**src/rtl/shift_add_multiplier4bit.sv**
```systemverilog
// Sequential unsigned shift-and-add multiplier, WIDTH x WIDTH -> 2*WIDTH.
// Each RUN cycle the carry-select adder adds either mcand or zero to the
// high half of the accumulator, and the full {cout, sum, acc_lo} word is
// shifted right by one bit. The multiplier operand starts in acc_lo and is
// consumed from its LSB as the product bits shift in from the top.

// 4-bit carry-select adder: the low pair ripples, and the high pair is
// computed for both carry-in values, then one result is selected.
module carry_select_adder4bit (
    input  logic [3:0] a,
    input  logic [3:0] b,
    input  logic       cin,
    output logic [3:0] sum,
    output logic       cout
);
    logic [2:0] lo;
    logic [2:0] hi0;
    logic [2:0] hi1;

    assign lo  = {1'b0, a[1:0]} + {1'b0, b[1:0]} + {2'b00, cin};
    assign hi0 = {1'b0, a[3:2]} + {1'b0, b[3:2]};
    assign hi1 = {1'b0, a[3:2]} + {1'b0, b[3:2]} + 3'd1;

    assign sum  = {(lo[2] ? hi1[1:0] : hi0[1:0]), lo[1:0]};
    assign cout = lo[2] ? hi1[2] : hi0[2];
endmodule

module shift_add_multiplier4bit #(
    parameter int WIDTH = 4
) (
    input  logic                 clk,
    input  logic                 rst_n,
    input  logic                 start,
    input  logic [WIDTH-1:0]     A,
    input  logic [WIDTH-1:0]     B,
    output logic [2*WIDTH-1:0]   product,
    output logic                 busy,
    output logic                 done
);
    localparam int CNT_W = (WIDTH > 1) ? $clog2(WIDTH) : 1;

    typedef enum logic [1:0] {
        IDLE = 2'd0,
        RUN  = 2'd1,
        DONE = 2'd2
    } state_t;

    state_t           state;
    logic [WIDTH-1:0] mcand;
    logic [WIDTH-1:0] acc_hi;
    logic [WIDTH-1:0] acc_lo;
    logic [CNT_W-1:0] count;

    logic [WIDTH-1:0] addend;
    logic [WIDTH-1:0] sum;
    logic             cout;
    logic [WIDTH-1:0] next_hi;
    logic [WIDTH-1:0] next_lo;

    // Add the multiplicand only when the current multiplier bit is set.
    assign addend = acc_lo[0] ? mcand : '0;

    carry_select_adder4bit u_adder (
        .a    (acc_hi),
        .b    (addend),
        .cin  (1'b0),
        .sum  (sum),
        .cout (cout)
    );

    // One-bit right shift of {cout, sum, acc_lo}; the adder carry lands in
    // the MSB so no partial-product bit is ever lost.
    assign next_hi = {cout, sum[WIDTH-1:1]};
    assign next_lo = {sum[0], acc_lo[WIDTH-1:1]};

    // Both status outputs decode directly from the registered state.
    assign busy = (state != IDLE);
    assign done = (state == DONE);

    // Control FSM and accumulator datapath; reset wins over everything.
    always_ff @(posedge clk) begin
        if (!rst_n) begin
            state   <= IDLE;
            mcand   <= '0;
            acc_hi  <= '0;
            acc_lo  <= '0;
            count   <= '0;
            product <= '0;
        end else begin
            case (state)
                IDLE: begin
                    if (start) begin
                        mcand  <= A;
                        acc_lo <= B;
                        acc_hi <= '0;
                        count  <= '0;
                        state  <= RUN;
                    end
                end
                RUN: begin
                    acc_hi <= next_hi;
                    acc_lo <= next_lo;
                    count  <= count + CNT_W'(1);
                    if (count == CNT_W'(WIDTH - 1)) begin
                        product <= {next_hi, next_lo};
                        state   <= DONE;
                    end
                end
                DONE: begin
                    state <= IDLE;
                end
                default: begin
                    state <= IDLE;
                end
            endcase
        end
    end
endmodule
```
**config.mk**
```make
export PLATFORM = sky130hd
export DESIGN_NAME = shift_add_multiplier4bit
export DESIGN_NICKNAME = d
export VERILOG_FILES = /design/src/rtl/shift_add_multiplier4bit.sv
export SDC_FILE = /design/constraint.sdc
export NUM_CORES = 1
export LEC_CHECK = 0
export CAP_MARGIN = 10
export CORE_UTILIZATION = 45
export CTS_CLUSTER_DIAMETER = 120
export DETAILED_ROUTE_END_ITERATION = 6
export GPL_TIMING_DRIVEN = 0
export PLACE_DENSITY = 0.7
export SYNTH_ARGS = -nofsm -noshare
export SYNTH_HDL_FRONTEND = slang
export SYNTH_SLANG_ARGS = --single-unit
export TNS_END_PERCENT = 50
```
**constraint.sdc**
```tcl
create_clock -name clk -period 4.37 [get_ports clk]
set_clock_uncertainty 0.2 [all_clocks]
set_input_delay 0.437 -clock clk [delete_from_list [all_inputs] [get_ports clk]]
set_output_delay 0.437 -clock clk [all_outputs]
set_load 0.01 [all_outputs]
```
== Word level (Yosys, flattened, before mapping) ==
Cells that the tools add are included.
Cells by class
  reduce and logical (&&, ||, !) cells: 7
  mux-type cells: 12
  $add $sub $neg: 4
  equality and inequality tests: 5
Operators with widths (count)
  $pmux W4 S2: 2
  $mux W4: 3
  $mux W2: 4
  $pmux W2 S2: 2
  $reduce_and A2 Y1: 4
  $add A2 B2 Y3: 2
  $eq A2 B2 Y1 const B: 2
  $ne A2 B2 Y1 const B: 2
  $reduce_bool A2 Y1: 2
  $add A3 B1 Y3 const B: 1
  $add A2 B1 Y2 const B: 1
  $eq A2 B1 Y1 const B: 1
  $logic_not A2 Y1: 1
  $mux W1: 1
Word-level totals
  input port bits: 11
  output and inout port bits: 10
  register bits: 24
  word-level logic and storage cells: 34

== Logic depth before layout (Yosys ltp) ==
Gate-level depths: netlist (run 1).
  depth after elaboration: 5
  gate-level depth with buffers: 9
  mapped depth without buffers: 9

== By module ==
Synthesis (run 1) repeated with hierarchy kept, for this count alone.
Second synthesis, totals
  cells, all modules: 128
  area, all modules: 1157.4 um2
Modules (own cells, without submodules)
  shift_add_multiplier4bit: area an instance 1006.0 um2, cells each 109, seq. area each 480.5 um2, instances 1
  carry_select_adder4bit: area an instance 151.4 um2, cells each 19, seq. area each 0.0 um2, instances 1

== Worst setup path after synthesis (run 1) ==
Ideal clock, no wire load.
  path type: register to register
  start point: reg acc_lo[0]
  end point: reg acc_hi[2]
  period minus slack after synthesis: 1.976 ns
  cell stages (with the launch flop): 9
  required time: 4.047 ns
  library setup time: 0.123 ns
  arrival time: 1.653 ns
  path buffers: 0
  setup slack: 2.394 ns
  cell sequence: dfxtp_1 > and2_1 > ha_1 > inv_1 > fa_1 > inv_1 > ha_1 > o211ai_1 > a21boi_1
Between the ends
  word-level cells in the longest chain between the ends: 5
  elaborated cells on any way between the ends: 6
  those cells by class: add/sub: 3; mux: 3
RTL lines
  start, declared: line 51  | logic [WIDTH-1:0] acc_lo;
  start signal, assigned: line 102  | acc_lo <= next_lo;
  $mux W4 *: line 61  | assign addend = acc_lo[0] ? mcand : '0;
  $add A2 B2 Y3: line 21, 22
  $add A3 B1 Y3: line 22  | assign hi1 = {1'b0, a[3:2]} + {1'b0, b[3:2]} + 3'd1;
  $mux W2 *: line 24  | assign sum = {(lo[2] ? hi1[1:0] : hi0[1:0]), lo[1:0]};
  $pmux W4 S2 *: line 90  | case (state)
  end signal, assigned: line 101  | acc_hi <= next_hi;
  end, declared: line 50  | logic [WIDTH-1:0] acc_hi;
Mark *: on every way between the ends. The rest lies on a longest branch, timed or not.
A chain may end at the register's enable or synchronous reset.

== Worst setup path after layout (run 1) ==
  start point: reg state[0]
  end point: out busy
Between the ends
  word-level cells in the longest chain between the ends: 1
RTL lines
  start, declared: line 48  | state_t state;
  start signal, assigned: line 83  | state <= IDLE;
  start signal, assigned: line 97  | state <= RUN;
  start signal, assigned: line 106  | state <= DONE;
  $reduce_bool A2 Y1: line 77  | assign busy = (state != IDLE);
  end, declared: line 37  | output logic busy,
Every way passes these cells.

==> run_results.csv, run 1 <==
group,metric,value,unit
outcome,outcome,"complete, no violations",
sta,rsz0062_at_grt,"false",
sta,hold_viol,0,
pwr,pwr-share-clk,24.4,%
global_route,overflow,0,
cts,cts-resized-gates,0,
synth,synthFlopType,"dfxtp_1",
cts,clk_latency,0.30,ns
placement,gp_congestion,0.752,
min_path,hold_path.class,"flop to flop",
sta,timing.final.crit_share,51.6,%
synth,ys_warn_count,0,
cts,clkSinkCount,24,
placement,port-buffer-count,20,
synth,ys_async_sr_fraction,0,%
cts,numCtsBuffers,3,
sta,slew_violations,0,
sta,fin_setup_tns,0,ns
floorplanning,chipHeight,52.3,µm
setup_path,arrival,1.62,ns
sta,max_slew_margin,70.0,%
job,timing.max_cap.violations,0,
synth,yosysUniqueCellTypes,29,
pwr,switchingPower,88.2,µW
floorplanning,core-area,2300,µm²
global_route,grt_pass1_wl,3.61,mm
synth,synth_top_family_by_area,"simple AND/OR/NAND/NOR gates",
cts,clk_path_buf_depth,2,
synth,synth_area_per_cell,9.65,µm²
route,drc,0,
floorplanning,die_area,2740,µm²
sta,holdWs,0.258,ns
layout,syn_to_final_growth,22.6,%
setup_path,cp_cell_sequence,"buf_4 -> or2_2 -> clkdlybuf4s50_1",
cts,root_buffer,"clkbuf_4",
synth,synth_simple_gate_area_share,20.5,%
cts,hold_buffers,0,
global_route,grt_start_max_net_pins,13,
layout,final_cells,169,
setup_path,cp_top_family,"buffers and inverters",
layout,n_antenna_cell,0,
route,viasPerCell,5.11,
pwr,power_frac_seq,61.9,%
synth,ys_ff_latch,24,
setup_path,critPathMaxFanout,10,
pwr,comb_power_share,13.7,%
synth,seq_area_frac_synth,42.2,%
synth,synth_cells,118,
floorplanning,die_w,52.3,µm
sta,tightest_slew,0.449,ns
global_route,grt_pass1_vias,809,
route,drt_first_pass_iters,4,
cts,cts_setup_buffers,0,
layout,fill_cells,210,
placement,place_inst,166,
cts,clk_pin_slew_worst_paths,0.12,ns
layout,fin_nets,160,
layout,mostFrequentLayoutCells,"dfxtp_1 (24), nand2_1 (22), clkdlybuf4s50_1 (20)",
pwr,power.density,269,nW/µm²
route,vias,864,
floorplanning,rows,17,
layout,drive_gt1_share,7.09,%
sta,max_freq,443,MHz
global_route,antenna_found_initial,0,
cts,tritoncts,"yes",
setup_path,critPathKind,"flop to output port",
cts,htreeDepth,1,
pwr,intPower,288,µW
synth,synthXorXnorAreaFrac,1.54,%
route,ant_nets,0,
setup_path,startpoint_type,"flop",
placement,dp_hpwl,1.61,mm
synth,synth_mux_area_share,7.91,%
synth,synth_adder_area_share,7.91,%
setup_path,cp_data_required_time,3.73,ns
pwr,leakage,0.585,nW
route,routed_wl,2.06,mm
synth,syn_nets,135,
pwr,vdd_ir_drop_max,236,µV
floorplanning,start_util,49.6,%
layout,mostFrequentLayoutCell,"dfxtp_1",
floorplanning,ios,21,
route,drt-initial-drc-count,10,
global_route,grt_util_all_layers,18.5,%
setup_path,slowest_delay,0.47,ns
synth,syn-cell-area,1140,µm²
setup_path,worstPathBufferInverterCount,2,
pwr,swShare,23.5,%
synth,synth_compound_area_share,15.7,%
setup_path,cpMaxStageDelayCell,"clkdlybuf4s50_1",
sta,min_period,2.26,ns
route,wl_per_cell,12.2,µm
setup_path,endpoint_kind,"output port",
synth,synth_edf_count,0,
sta,setup_violations,0,
## power groups by stage
stage                     Clock [mW]  Combinational [mW]  Sequential [mW]
after floorplan                    0              0.0336            0.236
after global placement             0              0.0509            0.237
after detailed placement           0              0.0522            0.238
after CTS                     0.0967              0.0526            0.233
after global routing           0.110              0.0575            0.234
final                         0.0916              0.0517            0.233
## final cells by class
type                       instances  area (µm²)  area share (%)
buffer                             5        25.0            1.79
timing repair buffer              20         200            14.3
tap                               28        35.0            2.51
inverter                           6        22.5            1.61
clock buffer                       3        22.5            1.61
sequential                        24         480            34.4
multi-input combinational         83         611            43.7
## tightest hold or removal path, delay by kind of cell, from the launching register on
family / cells / cell delay (ns)
flops: 1 / 0.33
simple gates: 1 / 0.05
compound gates: 1 / 0.05
## registers in the layout (all words and copies together), names as in the netlist
register / count
acc_hi: 4
count: 2
mcand: 4
acc_lo: 4
state: 2
product: 8
## through the flow
| step | utilization (%) | power [mW] | instance area (µm²) | setup WS (ns) |
|---|---|---|---|---|
| finish | 60.8 | 0.376 | 1400 | 2.11 |
| global route | 60.8 | 0.401 | 1400 | 2.03 |
| CTS | 60.8 | 0.382 | 1400 | 2.10 |
| detailed placement | 59.8 | 0.290 | 1370 | 2.21 |
| global placement | 59.8 | 0.288 | 1370 | 2.25 |
| floorplan | - | 0.270 | 1140 | 2.39 |
## cell families (layout without fill, tap and decap cells)
family | count (synthesis) | count (layout)
simple gates | 44 | 44
xor+xnor | 2 | 2
buf+inv | 11 | 34
flops | 24 | 24
mux | 9 | 9
fa+ha+maj | 6 | 6
compound gates | 22 | 22
## final timing paths
path	slack [ns]	startpoint	depth (start not counted)	to
min	0.26	product[6]	2	product[6]
max	2.11	state[0]	3	busy
min reg2reg	0.26	product[6]	2	product[6]
max reg2reg	2.20	acc_lo[0]	8	product[6]
## cells in the mapped netlist, drive strengths merged, types with 2 or more instances
cell type,number,area (µm²)
o211a,5,50.1
o21ai,2,10.0
ha,4,50.1
nor2b,7,43.8
xnor2,2,17.5
nand3,2,10.0
nand2,22,82.6
nand2b,2,12.5
o211ai,2,15.0
mux2i,9,90.1
a21boi,7,52.6
and2,3,18.8
a22oi,2,15.0
fa,2,40.0
nor3b,2,26.3
clkbuf,2,7.51
inv,6,22.5
o21a,2,15.0
nor2,2,7.51
dfxtp,24,480
buf,3,17.5
## routing by layer
layer	GRT usage (%)	wire length, µm
met5	0	0
met2	30.0	920
met4	4.39	13
met1	23.6	988
met3	6.09	132
(Power assumes the default switching activity.)
==> run 2: changes to the inputs <==
PLACE_DENSITY = 0.73   (was 0.7)
clock period = 1.9 ns   (was 4.37 ns; I/O delays follow)
==> run 2 against run 1 <==
Effect of this change:
- the run now ends with negative setup slack left
- global-route usage is 0.39 points lower
- register-to-register slack worse by 2.3 ns
- critical endpoint is now product[6]
- highest routed layer unchanged
- non-clock buffer count is 1 higher
- final area increased by 4.2%
- flip-flop and latch count unchanged
- largest cell class unchanged
==> run_results.csv, run 2 (same netlist as run 1, synthesis figures left out) <==
group,metric,value,unit
outcome,outcome,"finished, violations left",
outcome,violations,"negative setup slack",
setup_path,critPathKind,"flop to flop",
floorplanning,core-area,2300,µm²
layout,largest_reg_flops,8,
pwr,comb_power_share,13.4,%
layout,drive_gt1_share,14.7,%
cts,clk_pin_slew_worst_paths,0.13,ns
setup_path,startpoint_type,"flop",
global_route,use_met2,30.6,%
pwr,power_frac_seq,57.8,%
placement,place_inst,166,
floorplanning,die_area,2740,µm²
setup_path,cp_cell_sequence,"and2_4 -> ha_4 -> inv_2 -> fa_1 -> inv_2 -> ha_4 -> o211ai_1 -> a21boi_1",
placement,port-buffer-count,20,
job,timing.max_cap.violations,0,
min_path,hold_path.class,"flop to flop",
placement,gp_congestion,0.754,
global_route,grt_start_max_net_pins,14,
layout,post-route-util,63.3,%
floorplanning,rows,17,
setup_path,slowest_delay,0.51,ns
floorplanning,die_w,52.3,µm
layout,mostFrequentLayoutCells,"nand2_1 (22), dfxtp_1 (22), clkdlybuf4s50_1 (18)",
global_route,grt_pass1_vias,816,
layout,n_antenna_cell,0,
sta,setup_violations,4,
cts,clkSinkCount,24,
layout,largest-register,"product",
setup_path,critPathMaxFanout,2,
cts,htreeDepth,1,
sta,finalWorstSetupSlack,-0.107,ns
setup_path,cp_data_required_time,1.91,ns
pwr,pwr-share-clk,28.9,%
global_route,grt_util_all_layers,18.1,%
setup_path,endpoint_kind,"flop",
route,vias,854,
placement,placed_area,1380,µm²
route,drt-initial-drc-count,3,
pwr,power.density,638,nW/µm²
pwr,vdd_ir_drop_max,331,µV
global_route,grt_most_used_layer,"met2",
placement,dp_slack,-0.252,ns
route,viasPerCell,4.99,
cts,numCtsBuffers,3,
global_route,grt_pass1_wl,3.57,mm
layout,final_area,1460,µm²
floorplanning,ios,21,
layout,final_cells,171,
pwr,swShare,23.6,%
floorplanning,chipHeight,52.3,µm
layout,syn_to_final_growth,27.8,%
cts,tritoncts,"yes",
global_route,use_met1,22.1,%
route,wl_per_cell,12.6,µm
route,ant_nets,0,
global_route,use_met3,3.19,%
sta,hold_viol,0,
floorplanning,start_util,49.6,%
setup_path,cpMaxStageDelayCell,"fa_1",
pwr,switchingPower,219,µW
sta,fin_setup_tns,-0.266,ns
cts,clk_latency,0.31,ns
sta,timing.final.crit_share,106,%
pwr,intPower,709,µW
layout,fin_nets,161,
route,drc,0,
sta,slew_violations,0,
sta,max_freq,498,MHz
pwr,leakage,0.605,nW
route,routed_wl,2.16,mm
placement,dp_hpwl,1.62,mm
cts,clk_path_buf_depth,2,
global_route,antenna_found_initial,0,
sta,tightest_slew,0.437,ns
sta,max_slew_margin,70.9,%
setup_path,arrival,2.01,ns
route,drt_first_pass_iters,4,
global_route,overflow,0,
sta,min_period,2.01,ns
sta,rsz0062_at_grt,"true",
cts,root_buffer,"clkbuf_4",
[run 2: changes by cell type in the layout (fill, tap and decap cells not counted), moves of 2 or more]
cell,previous run,this run
dlygate4sd2_1,0,2
dfxtp_2,0,2
inv_1,6,4
dfxtp_1,24,22
clkdlybuf4s50_1,20,18
ha_4,0,2
ha_1,4,2
inv_2,0,2
[run 2: area by class of cell]
class	instances	area, µm²
clock buffers	4	36.3
plain buffers	5	25.0
well taps	28	35.0
repair buffers	21	205
multi-input cells	83	648
flip-flops and latches	24	483
fillers	209	842
inverters	6	22.5
[run 2: worst paths after layout]
| check | startpoint | endpoint | slack, ns | cells past startpoint |
|---|---|---|---|---|
| worst max-delay path | acc_lo[0] | product[6] | -0.11 | 8 |
| worst min-delay path | product[3] | product[3] | 0.26 | 2 |
| worst min register to register | product[3] | product[3] | 0.26 | 2 |
| worst max register to register | acc_lo[0] | product[6] | -0.11 | 8 |
[run 2: power groups by stage]
stage	clock, mW	sequential, mW	combinational, mW
finish	0.268	0.536	0.124
global route	0.301	0.539	0.137
CTS	0.279	0.536	0.125
detailed placement	0	0.548	0.118
global placement	0	0.546	0.115
floorplan	0	0.544	0.0772
[run 2: per-layer routing]
layer / up-vias / share of wire [%]
met1: 389 / 48
li1: 446 / -
met3: 2 / 3.9
met4: 0 / 0.74
met2: 17 / 47
met5: - / 0
[run 2: through the flow]
| stage | hold slack [ns] | power [mW] |
|---|---|---|
| floorplan | 0.102 | 0.621 |
| global placement | 0.240 | 0.662 |
| detailed placement | 0.246 | 0.665 |
| CTS | 0.264 | 0.940 |
| global route | 0.277 | 0.977 |
| finish | 0.260 | 0.928 |
[run 2: timing repair]
action / CTS / global route
gates resized for setup: 10 / 1
buffers inserted: 1 / 0
pin swaps: 5 / 2
hold buffers: 0 / 0
setup endpoints to repair: 6 / 6
endpoints found under the hold margin: 0 / 0
gates cloned: 0 / 0
[run 2: worst max-delay path, delay by kind of cell, from the launching register on]
family          cells  cell delay [ns]
buf+inv             2             0.08
simple gates        1             0.14
compound gates      2             0.28
flops               1             0.36
fa+ha+maj           3             0.84
==> run 3: changes to the inputs <==
--- a/config.mk
+++ b/config.mk
@@ -12,2 +12,3 @@
 export GPL_TIMING_DRIVEN = 0
+export HOLD_SLACK_MARGIN = 0.12
 export PLACE_DENSITY = 0.73
==> constraint.sdc (replaced) <==
create_clock -name clk -period 1.9 [get_ports clk]
set_clock_uncertainty 0.2 [all_clocks]
set_input_delay 0.38 -clock clk [delete_from_list [all_inputs] [get_ports clk]]
set_output_delay 0.38 -clock clk [all_outputs]
set_load 0.01 [all_outputs]
==> run 3 against run 2 <==
Effect of this change:
- the flow still finishes with violations (negative setup slack)
- via count down 0.23%
- final area up 0.34%
- clock power about the same
- global-route usage unchanged
==> run_results.csv, run 3 (same netlist as run 1, synthesis figures left out) <==
group,metric,value,unit
setup_path,cp_cell_sequence,"and2_4 -> ha_4 -> inv_2 -> fa_1 -> inv_2 -> ha_4 -> o211ai_1 -> a21boi_1",
setup_path,slowest_delay,0.51,ns
setup_path,cp-endpoint,"product[6]",
cts,htreeDepth,1,
cts,hold_buffers,0,
sta,slew_violations,0,
sta,finalWorstSetupSlack,-0.108,ns
pwr,power.density,636,nW/µm²
route,drt-initial-drc-count,3,
floorplanning,rows,17,
layout,n_antenna_cell,0,
placement,placed_area,1380,µm²
layout,mostFrequentLayoutCells,"nand2_1 (22), dfxtp_1 (21), clkdlybuf4s50_1 (18)",
global_route,grt_start_max_net_pins,14,
setup_path,worstPathBufferInverterCount,2,
route,ant_nets,0,
setup_path,endpoint_kind,"flop",
layout,largest_reg_flops,8,
pwr,vdd_ir_drop_max,330,µV
layout,mostFrequentLayoutCell,"nand2_1",
pwr,switchingPower,219,µW
floorplanning,ios,21,
pwr,swShare,23.6,%
global_route,grt_pass1_vias,816,
layout,drive_gt1_share,15.4,%
sta,hold_viol,0,
layout,fin_nets,161,
route,drt_first_pass_iters,3,
global_route,grt_most_used_layer,"met2",
layout,final_area,1460,µm²
cts,clk_latency,0.31,ns
outcome,violations,"negative setup slack",
sta,min_period,2.01,ns
setup_path,rrSetupSlack,-0.11,ns
setup_path,critPathKind,"flop to flop",
global_route,use_met1,22.1,%
route,drc,0,
cts,clkSinkCount,24,
floorplanning,core-area,2300,µm²
global_route,use_met2,30.6,%
route,vias,852,
floorplanning,die_area,2740,µm²
floorplanning,die_w,52.3,µm
placement,port-buffer-count,20,
cts,tritoncts,"yes",
sta,tightest_slew,0.440,ns
layout,largest-register,"product",
placement,dp_hpwl,1.62,mm
setup_path,cpMaxStageDelayCell,"fa_1",
floorplanning,start_util,49.6,%
setup_path,worstSetupStartpoint,"acc_lo[0]",
min_path,hold_start,"product[3]",
cts,numCtsBuffers,3,
setup_path,critPathMaxFanout,2,
placement,gp_congestion,0.754,
floorplanning,chipHeight,52.3,µm
sta,rsz0062_at_grt,"true",
global_route,use_met3,3.19,%
sta,max_slew_margin,70.7,%
global_route,grt_util_all_layers,18.1,%
route,routed_wl,2.15,mm
global_route,antenna_found_initial,0,
setup_path,r2r-start,"acc_lo[0]",
pwr,leakage,0.607,nW
min_path,hold_path.class,"flop to flop",
setup_path,cp_top_family,"adder cells",
setup_path,r2r-end,"product[6]",
setup_path,cp_data_required_time,1.91,ns
setup_path,arrival,2.01,ns
placement,dp_slack,-0.252,ns
cts,root_buffer,"clkbuf_4",
cts,clk_path_buf_depth,2,
sta,setup_violations,5,
pwr,intPower,710,µW
cts,clk_pin_slew_worst_paths,0.13,ns
outcome,outcome,"finished, violations left",
pwr,comb_power_share,13.4,%
job,timing.max_cap.violations,0,
global_route,grt_pass1_wl,3.57,mm
pwr,pwr-share-clk,28.8,%
setup_path,startpoint_type,"flop",
sta,timing.final.crit_share,106,%
pwr,power_frac_seq,57.7,%
setup_path,cp_num_cells,8,
route,wl_per_cell,12.6,µm
global_route,overflow,0,
setup_path,rr_worst_depth,8,
sta,max_freq,498,MHz
layout,syn_to_final_growth,28.2,%
route,viasPerCell,4.98,
-- run 3: power by group through the flow --
stage                     registers (mW)  clock network, mW  logic [mW]
after floorplan                    0.544                  0      0.0772
after global placement             0.546                  0       0.115
after CTS                          0.536              0.279       0.126
after detailed placement           0.548                  0       0.118
final                              0.537              0.268       0.125
after global routing               0.539              0.301       0.138
-- run 3: how the worst min path moves through the flow --
| stage | to | cells after the start |
|---|---|---|
| 2_1_floorplan | acc_hi[3] | 2 |
| 3_3_place_gp | product[3] | 2 |
| 3_5_place_dp | product[3] | 2 |
| 4_1_cts | product[3] | 2 |
| 5_1_grt | product[3] | 2 |
| 6_report | product[3] | 2 |
-- run 3: metrics by stage --
step	hold WS (ns)	TNS (ns)	total power, mW	cells	utilization (%)
6_report	0.262	-0.337	0.929	171	63.6
3_3_place_gp	0.240	-0.531	0.662	166	59.9
2_1_floorplan	0.237	-0.0948	0.621	118	-
4_1_cts	0.264	-0.538	0.942	171	63.2
5_1_grt	0.277	-1.03	0.979	171	63.6
3_5_place_dp	0.246	-0.808	0.665	166	59.9
-- run 3: final cells by class --
cell class / count / area (µm²)
plain buffers: 5 / 28.8
clock buffers: 4 / 36.3
fillers: 207 / 837
inverters: 6 / 22.5
multi-input cells: 83 / 648
flip-flops and latches: 24 / 484
well taps: 28 / 35.0
repair buffers: 21 / 205
-- run 3: routing by layer --
metal,wire [µm],up-vias
li1,-,445
met1,1060,390
met2,996,15
met3,78,2
met4,16,0
met5,0,-
-- run 3: worst register-to-register path: stages (launching register included) --
cell and delay [ns]:
dfxtp_2 0.36, and2_4 0.14, ha_4 0.12, inv_2 0.03, fa_1 0.51, inv_2 0.05
ha_4 0.21, o211ai_1 0.19, a21boi_1 0.09
-- run 3: timing repair --
| action | in CTS | in global routing |
|---|---|---|
| pin swaps | 5 | 2 |
| gates resized for setup | 11 | 2 |
| setup buffers | 1 | 0 |
| endpoints found under the setup margin | 6 | 8 |
| cloned | 0 | 0 |
| endpoints found under the hold margin | 0 | 0 |
==> RTL change 1, RTL diff (config.mk and constraints of run 1) <==
Register the inputs `start`, `A` and `B` before use, cleared by the reset. The logic sees them one clock later.
--- a/src/rtl/shift_add_multiplier4bit.sv
+++ b/src/rtl/shift_add_multiplier4bit.sv
@@ -45,6 +45,22 @@
         DONE = 2'd2
     } state_t;
 
+    logic start_q;
+    logic [WIDTH-1:0] A_q;
+    logic [WIDTH-1:0] B_q;
+
+    always_ff @(posedge clk) begin
+        if (!rst_n) begin
+            start_q <= '0;
+            A_q     <= '0;
+            B_q     <= '0;
+        end else begin
+            start_q <= start;
+            A_q     <= A;
+            B_q     <= B;
+        end
+    end
+
     state_t           state;
     logic [WIDTH-1:0] mcand;
     logic [WIDTH-1:0] acc_hi;
@@ -89,9 +105,9 @@
         end else begin
             case (state)
                 IDLE: begin
-                    if (start) begin
-                        mcand  <= A;
-                        acc_lo <= B;
+                    if (start_q) begin
+                        mcand  <= A_q;
+                        acc_lo <= B_q;
                         acc_hi <= '0;
                         count  <= '0;
                         state  <= RUN;
Behaviour: not the same (Yosys sat finds a counterexample within 4 cycles, from zero or initial values and one cycle with rst_n low).
==> RTL change 1 against run 1 <==
- area after synthesis up 22%
- routed wire length up 15%
- largest power group unchanged
- non-clock buffer count up 2
- clock power rose to 2.5 times the old value
- design area up 23%
- fmax about the same
- the flow now finishes with violations (design-rule violations)
- combinational power down 9.1%
- power up 59%
- first-iteration DRC count up 130%
- sequential cell count up 9
- setup slack worse by 0.0012 ns
- global-route usage down 1.7 points
==> RTL change 1: results (changes against run 1) <==
stage,metric,value,unit,change
status,status,finished with violations,,"was finished, final reports clean"
status,violations,design-rule violations,,
final_layout,largest_register_ff_count,8,,unchanged
clock_tree,numCtsBuffers,5,,was 3
clock_tree,root_buffer,clkbuf_4,,unchanged
logic_synthesis,yosysWarnings,0,,unchanged
place,placed_cells,189,,was 166
global_route,track_usage,16.8,%,was 18.5%
drt,via_count,975,,was 864
worst_hold_path,min_path_type,reg -> reg,,unchanged
final_layout,diodes,0,,unchanged
logic_synthesis,yosys.area.top_type,dfxtp_1,,unchanged
clock_tree,postCtsSetupBuffers,0,,unchanged
global_route,grt_antenna_before_repair,0,,unchanged
logic_synthesis,synth_nets,155,,was 135
logic_synthesis,syn_avg_cell_area,10.1,sq um,was 9.65 sq um
drt,wirelength,2.36,mm,was 2.06 mm
setup_path,r2r_cells,8,,unchanged
logic_synthesis,synth.top_cells.by_count,"dfxtp_1 (33), nand2_1 (22), and2_1 (11)",,"was dfxtp_1 (24), nand2_1 (22), mux2i_1 (9)"
worst_hold_path,hold_depth,2,,unchanged
clock_tree,htree_levels,2,,was 1
global_route,grt_max_degree,11,,was 13
clock_tree,hold_buffers,0,,unchanged
logic_synthesis,ys_seq_area_share,47.5,%,was 42.2%
final_layout,drive_gt1_share,9.64,%,was 7.09%
final_layout,final_nets,182,,was 160
power_and_ir_drop,p_switching,124,uW,was 88.2 uW
global_route,grt_pass1_vias,907,,was 809
clock_tree,cts_resized,0,,unchanged
power_and_ir_drop,irDropWorstVdd,0.000229,V,was 0.000236 V
place,hpwl,1.76,mm,was 1.61 mm
drt,dr.pass1.iters,6,,was 4
logic_synthesis,async_flop_share,0,%,unchanged
sta,slew_headroom,70.0,%,about the same
logic_synthesis,ys_top_cells_by_area,"dfxtp_1 (47%), mux2i_1 (7.2%), nand2_1 (5.9%)",,"was dfxtp_1 (42%), mux2i_1 (7.9%), nand2_1 (7.3%)"
logic_synthesis,yosysTopAreaCellShare,47.5,%,was 42.2%
drt,via_per_inst,4.95,,was 5.11
place,globalplace.congestion,0.804,,was 0.752
drt,drt_iter0_drc,23,,was 10
clock_tree,clock_latency,0.33,ns,was 0.30 ns
sta,setup_viol,0,,unchanged
place,port_buffers,20,,unchanged
drt,drc_errors,2,,was 0
clock_tree,cts.path.max_buffers,2,,unchanged
global_route,grt_first_pass_wirelength,4.10,mm,was 3.61 mm
setup_path,arrival,1.62,ns,about the same
power_and_ir_drop,leakagePower,0.712,nW,was 0.585 nW
clock_tree,clkSlewWorstSetupHoldPaths,0.10,ns,was 0.12 ns
place,dp_worst_setup_slack,2.23,ns,was 2.21 ns
final_layout,largest-register,product,,unchanged
logic_synthesis,synth.distinct_cells,29,,unchanged
setup_path,path_max_fanout,10,,unchanged
==> RTL change 1: cell types whose count changed after synthesis, sizes merged <==
cell,delta
a22oi,+1
nand2b,-1
nor2b,+2
buf,+1
nor2,-2
o21a,-2
inv,+2
clkbuf,+1
and2,+8
dfxtp,+9
mux2i,+1
==> RTL change 1: worst max-delay path, stage by stage, from the launching register on <==
cell and delay (ns):
dfxtp_1 0.37, buf_6 0.17, or2_2 0.28, clkdlybuf4s50_1 0.47
==> RTL change 1: power by group through the flow <==
stage | clock network, mW | logic [mW] | registers, mW
global placement | 0 | 0.0459 | 0.325
global route | 0.254 | 0.0523 | 0.320
detailed placement | 0 | 0.0474 | 0.325
finish | 0.233 | 0.0470 | 0.318
floorplan | 0 | 0.0307 | 0.323
CTS | 0.238 | 0.0476 | 0.318
==> RTL change 1: final timing paths <==
check | start | endpoint | slack (ns)
worst max register to register | acc_lo[0]$_SDFFE_PN0P_ | product[6]$_SDFFE_PN0P_ | 2.24
worst max-delay path | state[0]$_SDFFE_PN0P_ | busy | 2.11
worst min register to register | product[6]$_SDFFE_PN0P_ | product[6]$_SDFFE_PN0P_ | 0.27
worst min-delay path | product[6]$_SDFFE_PN0P_ | product[6]$_SDFFE_PN0P_ | 0.27
==> RTL change 1: cell families after synthesis <==
logic type,count (synthesis),synth area share (%)
muxes,10,7.19
adders and majority gates,6,6.48
AOI/OAI and AO/OA,21,12.3
and+or+nand+nor,51,20.2
xor gates and xnor gates,2,1.26
DFF,33,47.5
buffers and inverters,15,5.04
==> RTL change 1: through the flow <==
step | utilization [%] | total power, mW | instance area [sq um]
after detailed placement | 57.1 | 0.373 | 1630
after global routing | 60.1 | 0.626 | 1720
final | 60.1 | 0.599 | 1720
after CTS | 60.1 | 0.604 | 1720
after global placement | 57.1 | 0.371 | 1630
after floorplan | - | 0.354 | 1390
==> RTL change 1: per-layer routing <==
layer | vias to the layer above | share of wire, % | GRT usage, %
li1 | 509 | - | -
met1 | 435 | 48 | 22.4
met2 | 27 | 46 | 24.8
met3 | 4 | 5.1 | 6.12
met4 | 0 | 1.7 | 6.27
met5 | - | 0 | 0
==> RTL change 1: area by class of cell <==
cell class | instances | area, sq um
Multi-Input combinational cell | 90 | 661
Buffer | 7 | 40.0
Inverter | 8 | 30.0
Timing Repair Buffer | 20 | 200
Fill cell | 245 | 1140
Sequential cell | 33 | 661
Clock inverter | 1 | 30.0
Clock buffer | 7 | 55.1
Tap cell | 31 | 38.8
==> RTL change 2, RTL diff (settings of run 1) <==
Made on the original files. Register the outputs `busy` and `done`, with the module's reset; this adds one clock of latency there. The other outputs are not delayed to match.
--- a/src/rtl/shift_add_multiplier4bit.sv
+++ b/src/rtl/shift_add_multiplier4bit.sv
@@ -74,8 +74,15 @@
     assign next_lo = {sum[0], acc_lo[WIDTH-1:1]};
 
     // Both status outputs decode directly from the registered state.
-    assign busy = (state != IDLE);
-    assign done = (state == DONE);
+    always_ff @(posedge clk) begin
+        if (!rst_n) begin
+            busy <= '0;
+            done <= '0;
+        end else begin
+            busy <= (state != IDLE);
+            done <= (state == DONE);
+        end
+    end
 
     // Control FSM and accumulator datapath; reset wins over everything.
     always_ff @(posedge clk) begin
Function: changed (a bounded check fails within 4 cycles, from zero or initial values and one cycle with rst_n low).
==> RTL change 2 against run 1 <==
- area after synthesis rose by 6.0%
- power rose by 24%
- critical endpoint is now product[6]$_SDFFE_PN0P_
- sequential power grew 8%
- sequential cell count increased by 2
- routed wire length is 7.6% higher
- hold slack lost 0.038 ns
- design area is 6.5% higher
- setup slack gained 0.13 ns
==> RTL change 2: results (changes against run 1) <==
stage,metric,value,unit,change
setup_path,critical_path_class,reg -> reg,,was reg -> out
place,hpwl,1.66,mm,was 1.61 mm
logic_synthesis,ys_seq_area_share,43.1,%,was 42.2%
global_route,grt_use_met1,23.1,%,was 23.6%
drt,drt_iter0_drc,2,,was 10
logic_synthesis,synth.distinct_cells,31,,was 29
logic_synthesis,syn_inst,123,,was 118
worst_hold_path,min_path_type,in -> reg,,was reg -> reg
place,port_buffers,19,,was 20
power_and_ir_drop,pwr-share-comb,11.1,%,was 13.7%
worst_hold_path,hp-start,rst_n,,was product[6]$_SDFFE_PN0P_
global_route,grt_pass1_vias,800,,was 809
drt,via_per_inst,4.90,,was 5.11
logic_synthesis,ys_top_cells_by_area,"dfxtp_1 (43%), mux2i_1 (7.5%), nand2_1 (7.2%)",,"was dfxtp_1 (42%), mux2i_1 (7.9%), nand2_1 (7.3%)"
setup_path,path_max_fanout,5,,was 10
worst_hold_path,min_to,state[1]$_SDFFE_PN0P_,,was product[6]$_SDFFE_PN0P_
logic_synthesis,netlist_area,1210,sq um,was 1140 sq um
global_route,grt_first_pass_wirelength,3.54,mm,was 3.61 mm
setup_path,crit_family,adder cells,,was buffers and inverters
drt,wl_per_cell,12.6,um,was 12.2 um
final_layout,largest-register,product,,unchanged
clock_tree,clkSlewWorstSetupHoldPaths,0.14,ns,was 0.12 ns
global_route,grt_use_met3,5.08,%,was 6.09%
flow_run,maxCapViolCount,0,,unchanged
global_route,track_usage,17.5,%,was 18.5%
final_layout,drive_gt1_share,10.3,%,was 7.09%
power_and_ir_drop,leakagePower,0.618,nW,was 0.585 nW
drt,dr.pass1.iters,3,,was 4
power_and_ir_drop,irDropWorstVdd,0.000290,V,was 0.000236 V
final_layout,fin_cells,176,,was 169
floorplan,die_w,53.8,um,was 52.3 um
final_layout,fillCellCount,229,,was 210
place,globalplace.congestion,0.715,,was 0.752
worst_hold_path,hold_depth,3,,was 2
final_layout,final_nets,164,,was 160
logic_synthesis,synth_nets,140,,was 135
sta,tightest_slew,0.445,ns,was 0.449 ns
global_route,grt_antenna_before_repair,0,,unchanged
setup_path,slowest_stage,fa_1,,was clkdlybuf4s50_1
global_route,grt_max_degree,16,,was 13
logic_synthesis,synth.top_cells.by_count,"dfxtp_1 (26), nand2_1 (23), mux2i_1 (9)",,"was dfxtp_1 (24), nand2_1 (22), mux2i_1 (9)"
power_and_ir_drop,clk-power,163,uW,was 91.6 uW
clock_tree,clock_latency,0.32,ns,was 0.30 ns
global_route,use_met2,28.4,%,was 30.0%
status,status,"finished, final reports clean",,unchanged
drt,ant_nets,0,,unchanged
place,placed_cells,172,,was 166
setup_path,cp_slowest_stage_delay,0.51,ns,was 0.47 ns
power_and_ir_drop,swShare,21.4,%,was 23.5%
setup_path,ff2ff_setup_slack,2.24,ns,was 2.20 ns
setup_path,arrival,2.15,ns,was 1.62 ns
==> RTL change 2: cell type report <==
| class | instances | share of cell area, % |
|---|---|---|
| multi-input combinational | 84 | 41.5 |
| clock inverter | 1 | 2.02 |
| timing repair buffer | 19 | 12.8 |
| tap | 30 | 2.52 |
| sequential | 26 | 35.0 |
| inverter | 6 | 1.51 |
| clock buffer | 3 | 1.51 |
| buffer | 7 | 3.20 |
==> RTL change 2: stage by stage <==
stage / setup WS [ns] / instance area (sq um) / total power, mW / util [%] / hold slack, ns
3_3_place_gp: 2.24 / 1440 / 0.308 / 57.4 / 0.242
3_5_place_dp: 2.21 / 1440 / 0.309 / 57.4 / 0.251
6_report: 2.24 / 1490 / 0.467 / 59.5 / 0.220
5_1_grt: 2.06 / 1490 / 0.488 / 59.5 / 0.218
2_1_floorplan: 2.39 / 1210 / 0.291 / - / 0.235
4_1_cts: 2.20 / 1490 / 0.474 / 59.5 / 0.205
==> RTL change 2: layer usage <==
layer  wire [um]  share of wire (%)
met5           0                  0
met4          12               0.54
met3          66                3.0
met2        1050                 47
met1        1080                 49
==> RTL change 2: cell families (layout without fill, tap and decap cells) <==
family / count (synthesis) / in the layout / synth area share, %
buf+inv: 13 / 36 / 5.80
mux: 9 / 9 / 7.46
xor+xnor: 2 / 2 / 1.45
simple gates: 44 / 44 / 19.3
fa+ha+maj: 6 / 6 / 7.46
compound gates: 23 / 23 / 15.4
flops: 26 / 26 / 43.1
==> RTL change 2: worst reg2reg max path, stage by stage (launching register included) <==
cell	delay [ns]
dfxtp_1	0.41
and2_1	0.15
ha_1	0.13
inv_1	0.05
fa_1	0.51
inv_1	0.05
ha_1	0.28
o211ai_1	0.17
a21boi_1	0.09
